### config.mk
export PLATFORM = sky130hd
export DESIGN_NAME = lif_stdp_layer
export DESIGN_NICKNAME = d
export VERILOG_FILES = /design/src/rtl/lif_stdp_layer.sv
export SDC_FILE = /design/constraint.sdc
export NUM_CORES = 1
export LEC_CHECK = 0
export BUFFER_PORTS_ARGS = -buffer_cell sky130_fd_sc_hd__buf_2
export CORE_ASPECT_RATIO = 0.7
export CORE_MARGIN = 5
export CORE_UTILIZATION = 43
export CTS_CLUSTER_DIAMETER = 100
export DETAILED_ROUTE_END_ITERATION = 10
export PLACE_DENSITY_LB_ADDON = 0.1
export SYNTH_ARGS = -nofsm -noshare
export SYNTH_HDL_FRONTEND = slang
export SYNTH_SLANG_ARGS = --single-unit
export TNS_END_PERCENT = 100
### constraint.sdc
create_clock -name clk -period 13.6 [get_ports clk]
set_input_delay 2.72 -clock clk [delete_from_list [all_inputs] [get_ports clk]]
set_output_delay 2.72 -clock clk [all_outputs]
set_load 0.02 [all_outputs]
### src/rtl/lif_stdp_layer.sv
`default_nettype none
// ============================================================================
//  Module      : lif_stdp_layer
//  Description : N_IN presynaptic leaky integrate-and-fire neurons, each
//                driving one postsynaptic LIF neuron through a plastic
//                synapse. Every synapse learns with pair-based STDP built on
//                saturating spike traces.
//  Ports       : clk, rst (async, active-high), en (global hold),
//                learn_en (weight updates), i_in (8-bit current per channel),
//                post_bias (extra post current) -> pre_spike, post_spike,
//                post_v (post membrane), weights (all synaptic weights)
//  Revision    : 1.0 - initial release
// ============================================================================
module lif_stdp_layer #(
    parameter int N_IN       = 4,
    parameter int V_W        = 8,
    parameter int W_W        = 6,
    parameter int THRESH     = 128,
    parameter int LEAK_SHIFT = 4,
    parameter int REFRAC     = 4,
    parameter int STDP_WIN   = 8,
    parameter int W_INIT     = 16,
    parameter int A_PLUS     = 1,
    parameter int A_MINUS    = 1
) (
    input  logic                  clk,
    input  logic                  rst,
    input  logic                  en,
    input  logic                  learn_en,
    input  logic [N_IN*8-1:0]     i_in,
    input  logic [7:0]            post_bias,
    output logic [N_IN-1:0]       pre_spike,
    output logic                  post_spike,
    output logic [V_W-1:0]        post_v,
    output logic [N_IN*W_W-1:0]   weights
);

    // Integration width leaves headroom for v + bias + sum of all weights
    // before the result is clamped back to the membrane range.
    localparam int c_S_W = ((V_W > 10) ? V_W : 10) + 1;
    localparam int c_R_W = $clog2(REFRAC + 1);
    localparam int c_T_W = $clog2(STDP_WIN + 1);

    localparam logic [c_S_W-1:0] c_V_MAX    = {{(c_S_W-V_W){1'b0}}, {V_W{1'b1}}};
    localparam logic [c_S_W-1:0] c_THRESH   = c_S_W'(THRESH);
    localparam logic [c_R_W-1:0] c_REFRAC   = c_R_W'(REFRAC);
    localparam logic [c_T_W-1:0] c_STDP_WIN = c_T_W'(STDP_WIN);
    localparam logic [W_W-1:0]   c_W_INIT   = W_W'(W_INIT);
    localparam logic [W_W-1:0]   c_W_MAX    = {W_W{1'b1}};
    localparam logic [W_W-1:0]   c_A_PLUS   = W_W'(A_PLUS);
    localparam logic [W_W-1:0]   c_A_MINUS  = W_W'(A_MINUS);

    // Leak, add input current, clamp at the top of the membrane range.
    function automatic logic [c_S_W-1:0] f_integrate(input logic [V_W-1:0]   v,
                                                     input logic [c_S_W-1:0] cur);
        logic [c_S_W-1:0] s;
        s = c_S_W'(v) - c_S_W'(v >> LEAK_SHIFT) + cur;
        if (s > c_V_MAX) begin
            s = c_V_MAX;
        end
        return s;
    endfunction

    logic [N_IN-1:0]  pre_spike_all;
    logic [V_W-1:0]   post_v_q,     post_v_d;
    logic [c_R_W-1:0] post_ref_q,   post_ref_d;
    logic             post_spike_q, post_spike_d;
    logic [c_T_W-1:0] post_trace_q, post_trace_d;
    logic [c_S_W-1:0] w_post_i;
    logic [c_S_W-1:0] w_post_s;

    // ------------------------------------------------------------------------
    // Presynaptic neuron, trace and synapse per channel
    // ------------------------------------------------------------------------
    for (genvar k = 0; k < N_IN; k++) begin : g_ch
        logic [V_W-1:0]   v_q,     v_d;
        logic [c_R_W-1:0] ref_q,   ref_d;
        logic             spike_q, spike_d;
        logic [c_T_W-1:0] trace_q, trace_d;
        logic [W_W-1:0]   w_q,     w_d;
        logic [c_S_W-1:0] w_s;

        assign w_s = f_integrate(v_q, c_S_W'(i_in[8*k +: 8]));

        always_comb begin
            v_d     = v_q;
            ref_d   = ref_q;
            spike_d = spike_q;
            trace_d = trace_q;
            w_d     = w_q;
            if (en) begin
                if (ref_q != '0) begin
                    v_d     = '0;
                    ref_d   = ref_q - 1'b1;
                    spike_d = 1'b0;
                end else if (w_s >= c_THRESH) begin
                    v_d     = '0;
                    ref_d   = c_REFRAC;
                    spike_d = 1'b1;
                end else begin
                    v_d     = w_s[V_W-1:0];
                    spike_d = 1'b0;
                end

                if (spike_d) begin
                    trace_d = c_STDP_WIN;
                end else if (trace_q != '0) begin
                    trace_d = trace_q - 1'b1;
                end

                // Traces are sampled before this edge; coincident pre and
                // post spikes fall through both branches and leave w alone.
                if (learn_en) begin
                    if (post_spike_d && !spike_d && (trace_q != '0)) begin
                        w_d = (w_q > c_W_MAX - c_A_PLUS) ? c_W_MAX : w_q + c_A_PLUS;
                    end else if (spike_d && !post_spike_d && (post_trace_q != '0)) begin
                        w_d = (w_q < c_A_MINUS) ? '0 : w_q - c_A_MINUS;
                    end
                end
            end
        end

        always_ff @(posedge clk or posedge rst) begin
            if (rst) begin
                v_q     <= '0;
                ref_q   <= '0;
                spike_q <= 1'b0;
                trace_q <= '0;
                w_q     <= c_W_INIT;
            end else begin
                v_q     <= v_d;
                ref_q   <= ref_d;
                spike_q <= spike_d;
                trace_q <= trace_d;
                w_q     <= w_d;
            end
        end

        assign pre_spike_all[k]       = spike_q;
        assign weights[W_W*k +: W_W]  = w_q;
    end

    // ------------------------------------------------------------------------
    // Postsynaptic neuron: integrates the weights of last cycle's pre spikes
    // ------------------------------------------------------------------------
    always_comb begin
        w_post_i = c_S_W'(post_bias);
        for (int k = 0; k < N_IN; k++) begin
            if (pre_spike_all[k]) begin
                w_post_i = w_post_i + c_S_W'(weights[W_W*k +: W_W]);
            end
        end
    end

    assign w_post_s = f_integrate(post_v_q, w_post_i);

    always_comb begin
        post_v_d     = post_v_q;
        post_ref_d   = post_ref_q;
        post_spike_d = post_spike_q;
        post_trace_d = post_trace_q;
        if (en) begin
            if (post_ref_q != '0) begin
                post_v_d     = '0;
                post_ref_d   = post_ref_q - 1'b1;
                post_spike_d = 1'b0;
            end else if (w_post_s >= c_THRESH) begin
                post_v_d     = '0;
                post_ref_d   = c_REFRAC;
                post_spike_d = 1'b1;
            end else begin
                post_v_d     = w_post_s[V_W-1:0];
                post_spike_d = 1'b0;
            end

            if (post_spike_d) begin
                post_trace_d = c_STDP_WIN;
            end else if (post_trace_q != '0) begin
                post_trace_d = post_trace_q - 1'b1;
            end
        end
    end

    always_ff @(posedge clk or posedge rst) begin
        if (rst) begin
            post_v_q     <= '0;
            post_ref_q   <= '0;
            post_spike_q <= 1'b0;
            post_trace_q <= '0;
        end else begin
            post_v_q     <= post_v_d;
            post_ref_q   <= post_ref_d;
            post_spike_q <= post_spike_d;
            post_trace_q <= post_trace_d;
        end
    end

    // Held spike registers must not look like fresh pulses while disabled.
    assign pre_spike  = pre_spike_all & {N_IN{en}};
    assign post_spike = post_spike_q & en;
    assign post_v     = post_v_q;

endmodule
`default_nettype wire

Word-level counts from Yosys, hierarchy flattened:

Index checks and enable logic that the tools add are counted.

* register bits after elaboration: 104
* bits of input ports: 44
* output and inout bits: 37
* word-level logic and storage cells: 206

* add/sub/neg operators: 32
* magnitude comparators: 18
* multiplexer cells: 71
* bitwise operators: 2
* reduce and logical (&&, ||, !) cells: 59

Operator list (number)
* $mux 6: 16
* $mux 11: 8
* $mux 8: 10
* $ge 11x8->1 const B: 5
* $gt 11x8->1 const B: 5
* $sub 8x4->9: 5
* $add 9x9->10: 4
* $mux 4: 10
* $add 11x6->11: 3
* $mux 3: 10
* $reduce_bool 2->1: 14
* $add 6x1->6 const B: 4
* $gt 6x6->1 const B: 4
* $lt 6x1->1 const B: 4
* $sub 6x1->6 const B: 4
* $reduce_and 2->1: 10
* $reduce_bool 4->1: 5
* $sub 4x1->4 const B: 5
* $logic_and 1x1->1: 16
* $mux 1: 16
* $reduce_bool 3->1: 5
* $sub 3x1->3 const B: 5
* $reduce_and 3->1: 4
* $add 11x11->11: 1
* 5 further kinds: 9

Longest topological paths before layout:

Gate-level depths: netlist of the first run.

* depth in word-level cells: 21
* depth in mapped cells: 35
* depth with buffers taken out: 35

Worst setup path after synthesis of the first run:

OpenSTA, ideal clock, no wires.

* kind: input-to-reg
* start point: in post_bias[0]
* end point: reg g_ch[3].w_q[1]
* setup time: 0.124 ns
* data arrival time: 9.145 ns
* required time: 13.476 ns
* path slack: 4.331 ns
* cell stages on the path: 30
* path buffers: 0
* cells stage by stage: ha_1 fa_1 mux2_2 fa_1 mux2i_1 inv_1 ha_1 a21o_1 a21oi_1 o21ai_0 a21o_1 xor2_1 mux2_2 ha_1 o21ai_0 inv_1 o21ai_0 or4_1 mux2i_1 xor2_1 ha_1 o41ai_1 a221oi_1 a21oi_1 xor2_1 o2111ai_2 nand2_2 nor4_2 nor2_1 o31a_1

* cells in the longest elaborated chain, start to end: 21
* elaborated cells between the ends (all ways): 24
* those cells by class: add/sub: 5; order compare: 2; mux: 10; reduce/logical: 7

RTL lines
* start: declaration: RTL line 31 `input logic [7:0] post_bias,`
* $add 8x6->9: RTL line 150 `w_post_i = w_post_i + c_S_W'(weights[W_W*k +: W_W]);`
* $mux 9 *: RTL line 149 `if (pre_spike_all[k]) begin`
* $add 11x6->11: RTL line 150
* $mux 11 *: RTL line 149
* $add 11x6->11: RTL line 150
* $mux 11 *: RTL line 149
* $add 11x6->11: RTL line 150
* $mux 11 *: RTL line 149
* [... 3 more ...]
* $ge 11x8->1 *: RTL line 167 `end else if (w_post_s >= c_THRESH) begin`
* $mux 1 *: RTL line 167
* $mux 1 *: RTL line 163 `if (post_ref_q != '0) begin`
* $mux 1 * (2 in series): RTL line 162 `if (en) begin`
* $logic_not 1->1: RTL line 116 `end else if (spike_d && !post_spike_d && (post_trace_q != '0)) begin`
* $logic_and 1x1->1 (2 in series): RTL line 116
* $reduce_bool 2->1 (no line)
* $reduce_and 3->1 (no line)
* end signal: assignment: RTL line 129 `w_q <= c_W_INIT;`
* end signal: assignment: RTL line 135 `w_q <= w_d;`
* end: declaration: RTL line 80 `logic [W_W-1:0] w_q, w_d;`

Every way passes the cells marked *; elsewhere a longest branch is shown, timed or not. The select of a mux whose other input is x is not followed.
A chain may end at the register's enable or synchronous reset.

Final worst setup path of the first run:

Same ends and word-level chain as after synthesis.

==> results, run 1 <==
- The cell taking the most area after synthesis is sky130_fd_sc_hd__dfrtp_1.
- The detailed router finished its first iteration with 491 violations.
- The count of nets left with antenna violations after detail routing is 0.
- The synthesized netlist contains 95 unique library cells.
- The delay of the slowest cell on the worst path is 0.68 ns.
- The worst register-to-register path begins at g_ch[0].w_q[0].
- The die covers 26880 µm².
- The combinational fraction of design power is approximately three quarters.
- The number of antenna violations at the first check in global routing is 0.
- The total overflow left after global routing is 0.
- During I/O placement, the number of pins put on the boundary was 81.
- For met1 alone, demand over resource in global routing was 30.41%.
- The flow ran to the end, and the final reports show no timing, DRC or antenna violations.
- Counting stages on the worst path, the most repeated cell is sky130_fd_sc_hd__ha_1.
- The worst register-to-register path has a setup slack of 5.37 ns.
- For this run, the leading register cell type out of synthesis is sky130_fd_sc_hd__dfrtp_1.
- STA puts the critical path data required time at 13.85 ns.
- The portion of the post-synthesis area used by sequential elements is 25.64%.
- In this run the tightest slew margin relative to its limit is 30.84%.
- The final worst setup slack is 3.424 ns.
- The number of antenna diodes in the final layout is 0.
- Among cell families on the critical path, the largest total delay comes from compound AO/OA/AOI/OAI gates.
- The post-route clock skew is 0.009287 ns.
- The endpoint identified for the worst register-to-register timing path is g_ch[3].w_q[1].
- For this block, the routed nets add up to 25760 µm of wire.
- The clock sink total is approximately 100.
- Synthesis handed over a netlist of approximately 1200 instances.
- Per report_power, the sequential group accounts for 18.2% of the total.
- The routability congestion estimate from global placement is 0.8618.
- The internal portion of the total power is 1.587 mW.
- Setup repair after global routing left no endpoint under its margin.
- The hold violation total from the final report is 0.
- Buffers inserted to repair hold after CTS numbered 0.
- The mean number of vias per cell is 5.594.
- VDD sags by at most 0.0001142 V.
- The H-tree depth is 3.
- The number of nets in the layout is 1421.
- The clock tree from TritonCTS is yes.
- The detailed placement HPWL is approximately 19000 µm.
- The logic depth of the worst register-to-register path is 30.
- The highest fanout seen on the critical path is 15.
- With fillers left out, the area of the finished cells amounts to about 11000 µm².
- The type of the worst setup path is in2reg.
- The chip height is 138.7 µm.
- Yosys printed 0 warnings.
- The number of buffers and inverters on the critical path is 3.
- Dividing the final minimum period by the clock period gives between 70% and 80%.
- Clock-pin slew was measured on the worst setup and hold paths at 0.07 ns.
- Sorting the synthesized cells by area gives the leading types as sky130_fd_sc_hd__dfrtp_1 (25%), sky130_fd_sc_hd__ha_1 (14%), sky130_fd_sc_hd__o21ai_0 (4.1%).
- The worst hold path terminates at post_ref_q[2].
- The commonest cells after synthesis are sky130_fd_sc_hd__ha_1 (110), sky130_fd_sc_hd__inv_1 (102), sky130_fd_sc_hd__dfrtp_1 (100).
- sky130_fd_sc_hd__ha_1 is the most common cell in the netlist.
- The class of the worst hold path is reg2reg.
- The type of element capturing the critical path is a register.
- In the global route stage, met3 resource usage came out at between 3 and 4%.
- The layout cell share with drive strength beyond 1 is between 10% and 20%.
- After clock tree synthesis, the repair step resized 0 gates.
- The pin count of the biggest net entering global routing is 79.
- Derived from the worst setup path, the maximum achievable clock frequency is ~98 MHz.
- The async set-or-reset flop fraction in the synthesized netlist is 100.0%.
- The net count after synthesis is 1360.
- The core region area is 23460 µm².
- The worst hold path stage count is 2.
- The number of iterations in the first detailed-routing pass is 5.
- After routing, the total negative slack on setup checks comes to 0 ns.
- After synthesis, the mean cell area works out to around 8.5 µm².
- In this run the most critical hold path is launched from post_ref_q[2].
- The first-pass GRT wire length is between 40000 and 50000 µm.
- The clock latency on the worst-skew pair is 0.36 ns.
- Measured along the x axis, the die boundary spans slightly below 200 µm.
- The post-layout minimum cycle time is 10.18 ns.
- The power density normalized to cell area is 291.3 nW/µm².
- The worst slack after detailed placement is 3.181 ns.
- The via count of the first global-routing pass is ~8200.
- The slowest stage of the critical path is the sky130_fd_sc_hd__a21oi_2 cell.
- Once placement finished, the instance area stood at 10860 µm².
- The master cell of the clock root buffer is sky130_fd_sc_hd__clkbuf_16.
- The synthesized design contains 0 enable-type register cells.
- The number of cells in the design after placement is approximately 1600.
- The startpoint kind of the worst setup timing path is an input port.
- The netlist area before placement is between 10000 and 15000 µm².
- The share of the core filled with cells is 47.58%.
- STA puts the critical path data arrival time at 10.42 ns.
- The busiest layer in global routing is met1.
- In this run the post-CTS setup repair buffer count came out at 0.
- For this design the total switching power over the nets is 1.665 mW.
- The count of maximum capacitance violations is 0.
- Across all layers, the routed design uses just under 9000 vias.
- The max-slew violation count is 0.
- The area fraction of the dominant cell type after synthesis is approximately a quarter.
- During placement, the flow inserted port buffers numbering 80.
- The clock group share of total power is roughly 8.4%.
- The overall fraction of global-route tracks in use is 18.78%.
- The floorplan has 47 rows.
- Compared with the post-synthesis result, the final layout area differs by 9.769%.
- The maximum buffer depth of the clock tree is 2.
- After detailed routing, the number of remaining DRC violations is 0.
- For this run, the number of standard cells in the final layout without fillers is about 1600.
- The transition time at the pin with the least slew margin is between 1 and 1.5 ns.
- Once the floorplan was initialized, standard cells occupied 43.34% of the core.
- For met2 alone, demand over resource in global routing was 26.35%.
- The final hold slack is about 0.5 ns.
- After layout, the design draws a total of 3.252 mW.
- The switching part of the total power is 51.19%.
- Buffers inserted during clock tree synthesis total 9.
- Setup violations remaining at the end of the flow were counted as 0.
- The per-cell routed wire length is about 16 µm.
- For this design the static power due to leakage is 5.003 nW.
- The flop and latch count out of synthesis is 104.
## power groups by stage
stage               Sequential [mW]  Clock (mW)  Combinational, mW
finish                        0.590       0.274               2.39
global route                  0.611       0.295               2.68
CTS                           0.588       0.284               2.38
detailed placement            0.592           0               2.36
global placement              0.594           0               2.35
floorplan                     0.560           0               1.89
## worst reg2reg max path: cells and delay by family (launching register included)
family / cells / cell delay [ns]
AND/OR/NAND/NOR: 3 / 1.04
buffers and inverters: 2 / 0.15
XOR/XNOR: 3 / 0.53
flip-flops: 1 / 0.51
multiplexers: 4 / 1.06
adder cells (fa/ha/maj): 6 / 2.08
AO/OA/AOI/OAI: 12 / 2.76
## cells in the final DEF (no fill, tap or decap), types with 30 or more instances in the layout
cell type / count
sky130_fd_sc_hd__xor2_1: 30
sky130_fd_sc_hd__nand3_1: 33
sky130_fd_sc_hd__nor3_1: 31
sky130_fd_sc_hd__o21ai_0: 83
sky130_fd_sc_hd__a21oi_1: 56
sky130_fd_sc_hd__a21o_1: 36
sky130_fd_sc_hd__nor2_1: 74
sky130_fd_sc_hd__dfrtp_1: 100
sky130_fd_sc_hd__xnor2_1: 43
sky130_fd_sc_hd__buf_2: 80
sky130_fd_sc_hd__ha_1: 110
sky130_fd_sc_hd__nand2_1: 98
sky130_fd_sc_hd__inv_1: 100
## layout make-up
type	instances	area, µm²
fill	2341	12300
timing repair buffer	85	437.9
inverter	103	389.1
multi-input combinational	950	7023
tap	318	397.9
clock buffer	12	256.5
clock inverter	4	51.30
sequential	104	2608
## sequential cells by signal, indices dropped and copies added, names as in the netlist
register and count:
g_ch.v_q 32, post_ref_q 3, post_spike_q 1, post_trace_q 4, g_ch.w_q 24, post_v 8
g_ch.ref_q 12, g_ch.trace_q 16, g_ch.spike_q 4
## cells by family after synthesis
kind of cell	Yosys count	share of synthesized area [%]
AO/OA/AOI/OAI	365	24.71
AND/OR/NAND/NOR	355	18.13
buffers and inverters	138	5.352
adder cells (fa/ha/maj)	124	16.29
flip-flops	104	25.64
XOR/XNOR	74	6.508
multiplexers	32	3.371
## metal layers
metal | part of all wire (%) | routed length [µm]
met1 | 54 | 13940
met2 | 40 | 10340
met3 | 5.4 | 1381
met4 | 0.37 | 95
met5 | 0 | 0
## how the worst max path moves through the flow
| stage | end | cells past startpoint | from |
|---|---|---|---|
| 2_1_floorplan | g_ch[3].w_q[1] | 30 | post_bias[0] |
| 3_3_place_gp | g_ch[3].w_q[1] | 31 | post_bias[0] |
| 3_5_place_dp | g_ch[3].w_q[1] | 31 | post_bias[0] |
| 4_1_cts | g_ch[3].w_q[1] | 31 | post_bias[0] |
| 5_1_grt | g_ch[2].w_q[4] | 33 | post_bias[0] |
| 6_report | g_ch[3].w_q[1] | 31 | post_bias[0] |
Note: power is estimated with default switching activity, not from simulation.
==> inputs of run 2 (changes only) <==
- clock period: 13.6 -> 9.35 ns (I/O delays scaled with it)
==> run 2 against run 1 <==
  * Sequential power rose by 46%
  * First-iteration DRC count fell by 5.9%
  * Register-to-register slack got worse by 3.7 ns
  * Highest routed layer unchanged
==> results, run 2 (synthesis gave the netlist of run 1 again) <==
- The sum of routed wire length over all layers is 25500 µm.
- The share of total power dissipated in sequential elements is 18.1%.
- After global routing the overflow that remains totals 0.
- The number of diodes is 0.
- The slowest cell on the critical path is sky130_fd_sc_hd__or4_1.
- The number of nets in the layout is 1425.
- The floorplan step set the die width to between 150 and 200 µm.
- The maximum buffer depth of the clock tree is 2.
- The final-layout setup total negative slack is 0 ns.
- The per-cell routed wire length is 16.14 µm.
- Once detailed placement completed, the half-perimeter wirelength came to between 15000 and 20000 µm.
- The register with the highest flop count is g_ch.v_q.
- Summed over all cells, the static leakage comes to 5.015 nW.
- The final worst-path cycle share is 94.15%.
- STA puts the critical path data required time at roughly 9.6 ns.
- Once layout is complete, the utilization of the core stands at 47.74%.
- Setup repair after global routing left no endpoint under its margin.
- CTS saw 104 sinks.
- The data arrival at the endpoint of the critical path is 9.05 ns.
- The total of hold buffers inserted after clock tree synthesis is 0.
- Setup violations remaining at the end of the flow were counted as 0.
- The post-route clock skew is 0.009408 ns.
- The number of remaining DRC errors is 0.
- The core region area is 23460 µm².
- The tool flagged a number of max-cap violations equal to 0.
- The critical path is of the in2reg type.
- In the layout the commonest cells are sky130_fd_sc_hd__ha_1 (110), sky130_fd_sc_hd__inv_1 (100), sky130_fd_sc_hd__dfrtp_1 (100).
- The initial utilization of the core area, before any placement, comes to 43.34%.
- The final worst setup slack is 0.5471 ns.
- The max-slew violation count is 0.
- The fmax is around 110 MHz.
- The flow ran to the end, and the final reports show no timing, DRC or antenna violations.
- The routed layout has 8852 vias.
- In the final layout, the registers with the most flip-flops are g_ch.v_q (32), g_ch.w_q (24), g_ch.trace_q (16).
- Global routing used 18.82% of the available tracks across all layers.
- The clock latency on the worst-skew pair is 0.36 ns.
- Dividing total power by cell area gives a power density of 424.5 nW/µm².
- The maximum resistive drop on vdd is between 0.0001 and 0.00015 V.
- The most frequent standard cell in the layout excluding fill and tap cells is sky130_fd_sc_hd__ha_1.
- The master cell of the clock root buffer is sky130_fd_sc_hd__clkbuf_16.
- The delay of the slowest cell on the worst path is 0.49 ns.
- The clock tree from TritonCTS is yes.
- The pin count of the biggest net entering global routing is 77.
- The transition time at the pin with the least slew margin is 0.9769 ns.
- The critical path's most frequent cell is sky130_fd_sc_hd__ha_1.
- The layout cell share with drive strength beyond 1 is 13.15%.
- The final instance count without filler cells is 1580.
- The number of antenna violations at the first check in global routing is 0.
- The count of nets left with antenna violations once routing finished came out at 0.
- The total CTS buffers is 9.
- The type of element capturing the critical path is a register.
- In the routed layout, each cell is associated on average with a via count of 5.603.
- The highest fanout seen on the critical path is 15.
- The row count is 47.
- The number of cells in the design after placement is around 1600.
- Combinational logic burns roughly three quarters of the power.
- The number of I/O port buffers is 80.
- In this run the tightest slew margin relative to its limit is 34.78%.
- The class of the worst hold path is reg2reg.
- The internal portion of the total power is 2.327 mW.
- The via count of the first global-routing pass came to slightly above 8000.
- The hold violation total from the final report is 0.
- The chip height is 138.7 µm.
- The H-tree depth is 3.
- Routability-driven placement finished with a final weighted congestion of 0.9032.
- The floorplan step defined a die boundary enclosing 26880 µm².
- The post-layout minimum cycle time is 8.803 ns.
- The first-pass GRT wire length is 42500 µm.
- The area growth from synthesis to layout is 10.14%.
- The power dissipated by switching net loads is 2.428 mW.
- The startpoint kind of the worst setup timing path is an input port.
- The number of iterations in the first detailed-routing pass is 5.
- Net switching is approximately 51% of the power.
- After clock tree synthesis, the clock-pin slew on the worst setup and hold paths is 0.08 ns.
- The worst slack after detailed placement is roughly 0.13 ns.
- During I/O placement, the number of pins put on the boundary was 81.
- The register with the most flip-flops in the layout has 32 of them.
- The number of violations reported at the end of detailed-routing iteration 0 is 462.
- The clock group share of total power is 8.4%.
## run 2: layout make-up
class                           instances  area [µm²]
Multi-Input combinational cell        950        7033
Clock buffer                           10       239.0
Inverter                              103       389.1
Clock inverter                          6       66.31
Fill cell                            2325       12260
Tap cell                              318       397.9
Timing Repair Buffer                   89       467.9
Sequential cell                       104        2608
## run 2: per-layer routing
metal	wire length, µm	vias to the layer above	part of all wire [%]	GRT usage [%]
met4	164	0	0.64	2.700
met5	0	-	0	0
li1	-	4496	-	-
met2	10160	193	40	26.70
met3	1058	13	4.1	2.841
met1	14120	4150	55	30.52
## run 2: power groups by stage
stage	combinational (mW)	clock [mW]	sequential [mW]
2_1_floorplan	2.75	0	0.815
3_3_place_gp	3.46	0	0.865
3_5_place_dp	3.47	0	0.862
4_1_cts	3.49	0.415	0.855
5_1_grt	3.94	0.427	0.888
6_report	3.50	0.398	0.861
## run 2: critical path: cells and delay by family
family / cells / cell delay, ns
AOI/OAI and AO/OA: 13 / 2.42
adders and majority gates: 6 / 2.05
muxes: 4 / 1.04
and+or+nand+nor: 2 / 0.70
buffers and inverters: 4 / 0.50
xor gates and xnor gates: 3 / 0.47
## run 2: worst paths after layout
kind                             endpoint  slack (ns)  cells past startpoint      startpoint
min in group asynchronous  g_ch[2].v_q[1]        1.55                      2             rst
min reg2reg                 post_ref_q[2]        0.48                      2   post_ref_q[2]
max                        g_ch[0].w_q[5]        0.55                     32    post_bias[0]
max reg2reg                g_ch[0].w_q[5]        1.63                     31  g_ch[0].w_q[0]
min                         post_ref_q[2]        0.48                      2   post_ref_q[2]
max in group asynchronous  g_ch[2].v_q[7]        6.55                      3             rst
## run 2: timing repair
action,CTS,global route
setup endpoints to repair,0,1
buffers inserted,0,0
gates resized for setup,0,3
## run 2: per-stage QoR
step / power, mW / hold slack, ns / instance area [µm²]
floorplan: 3.561 / 0.4498 / 10170
global placement: 4.321 / 0.4707 / 10890
detailed placement: 4.331 / 0.4703 / 10890
CTS: 4.755 / 0.4886 / 11190
global route: 5.259 / 0.5250 / 11200
finish: 4.755 / 0.4842 / 11200
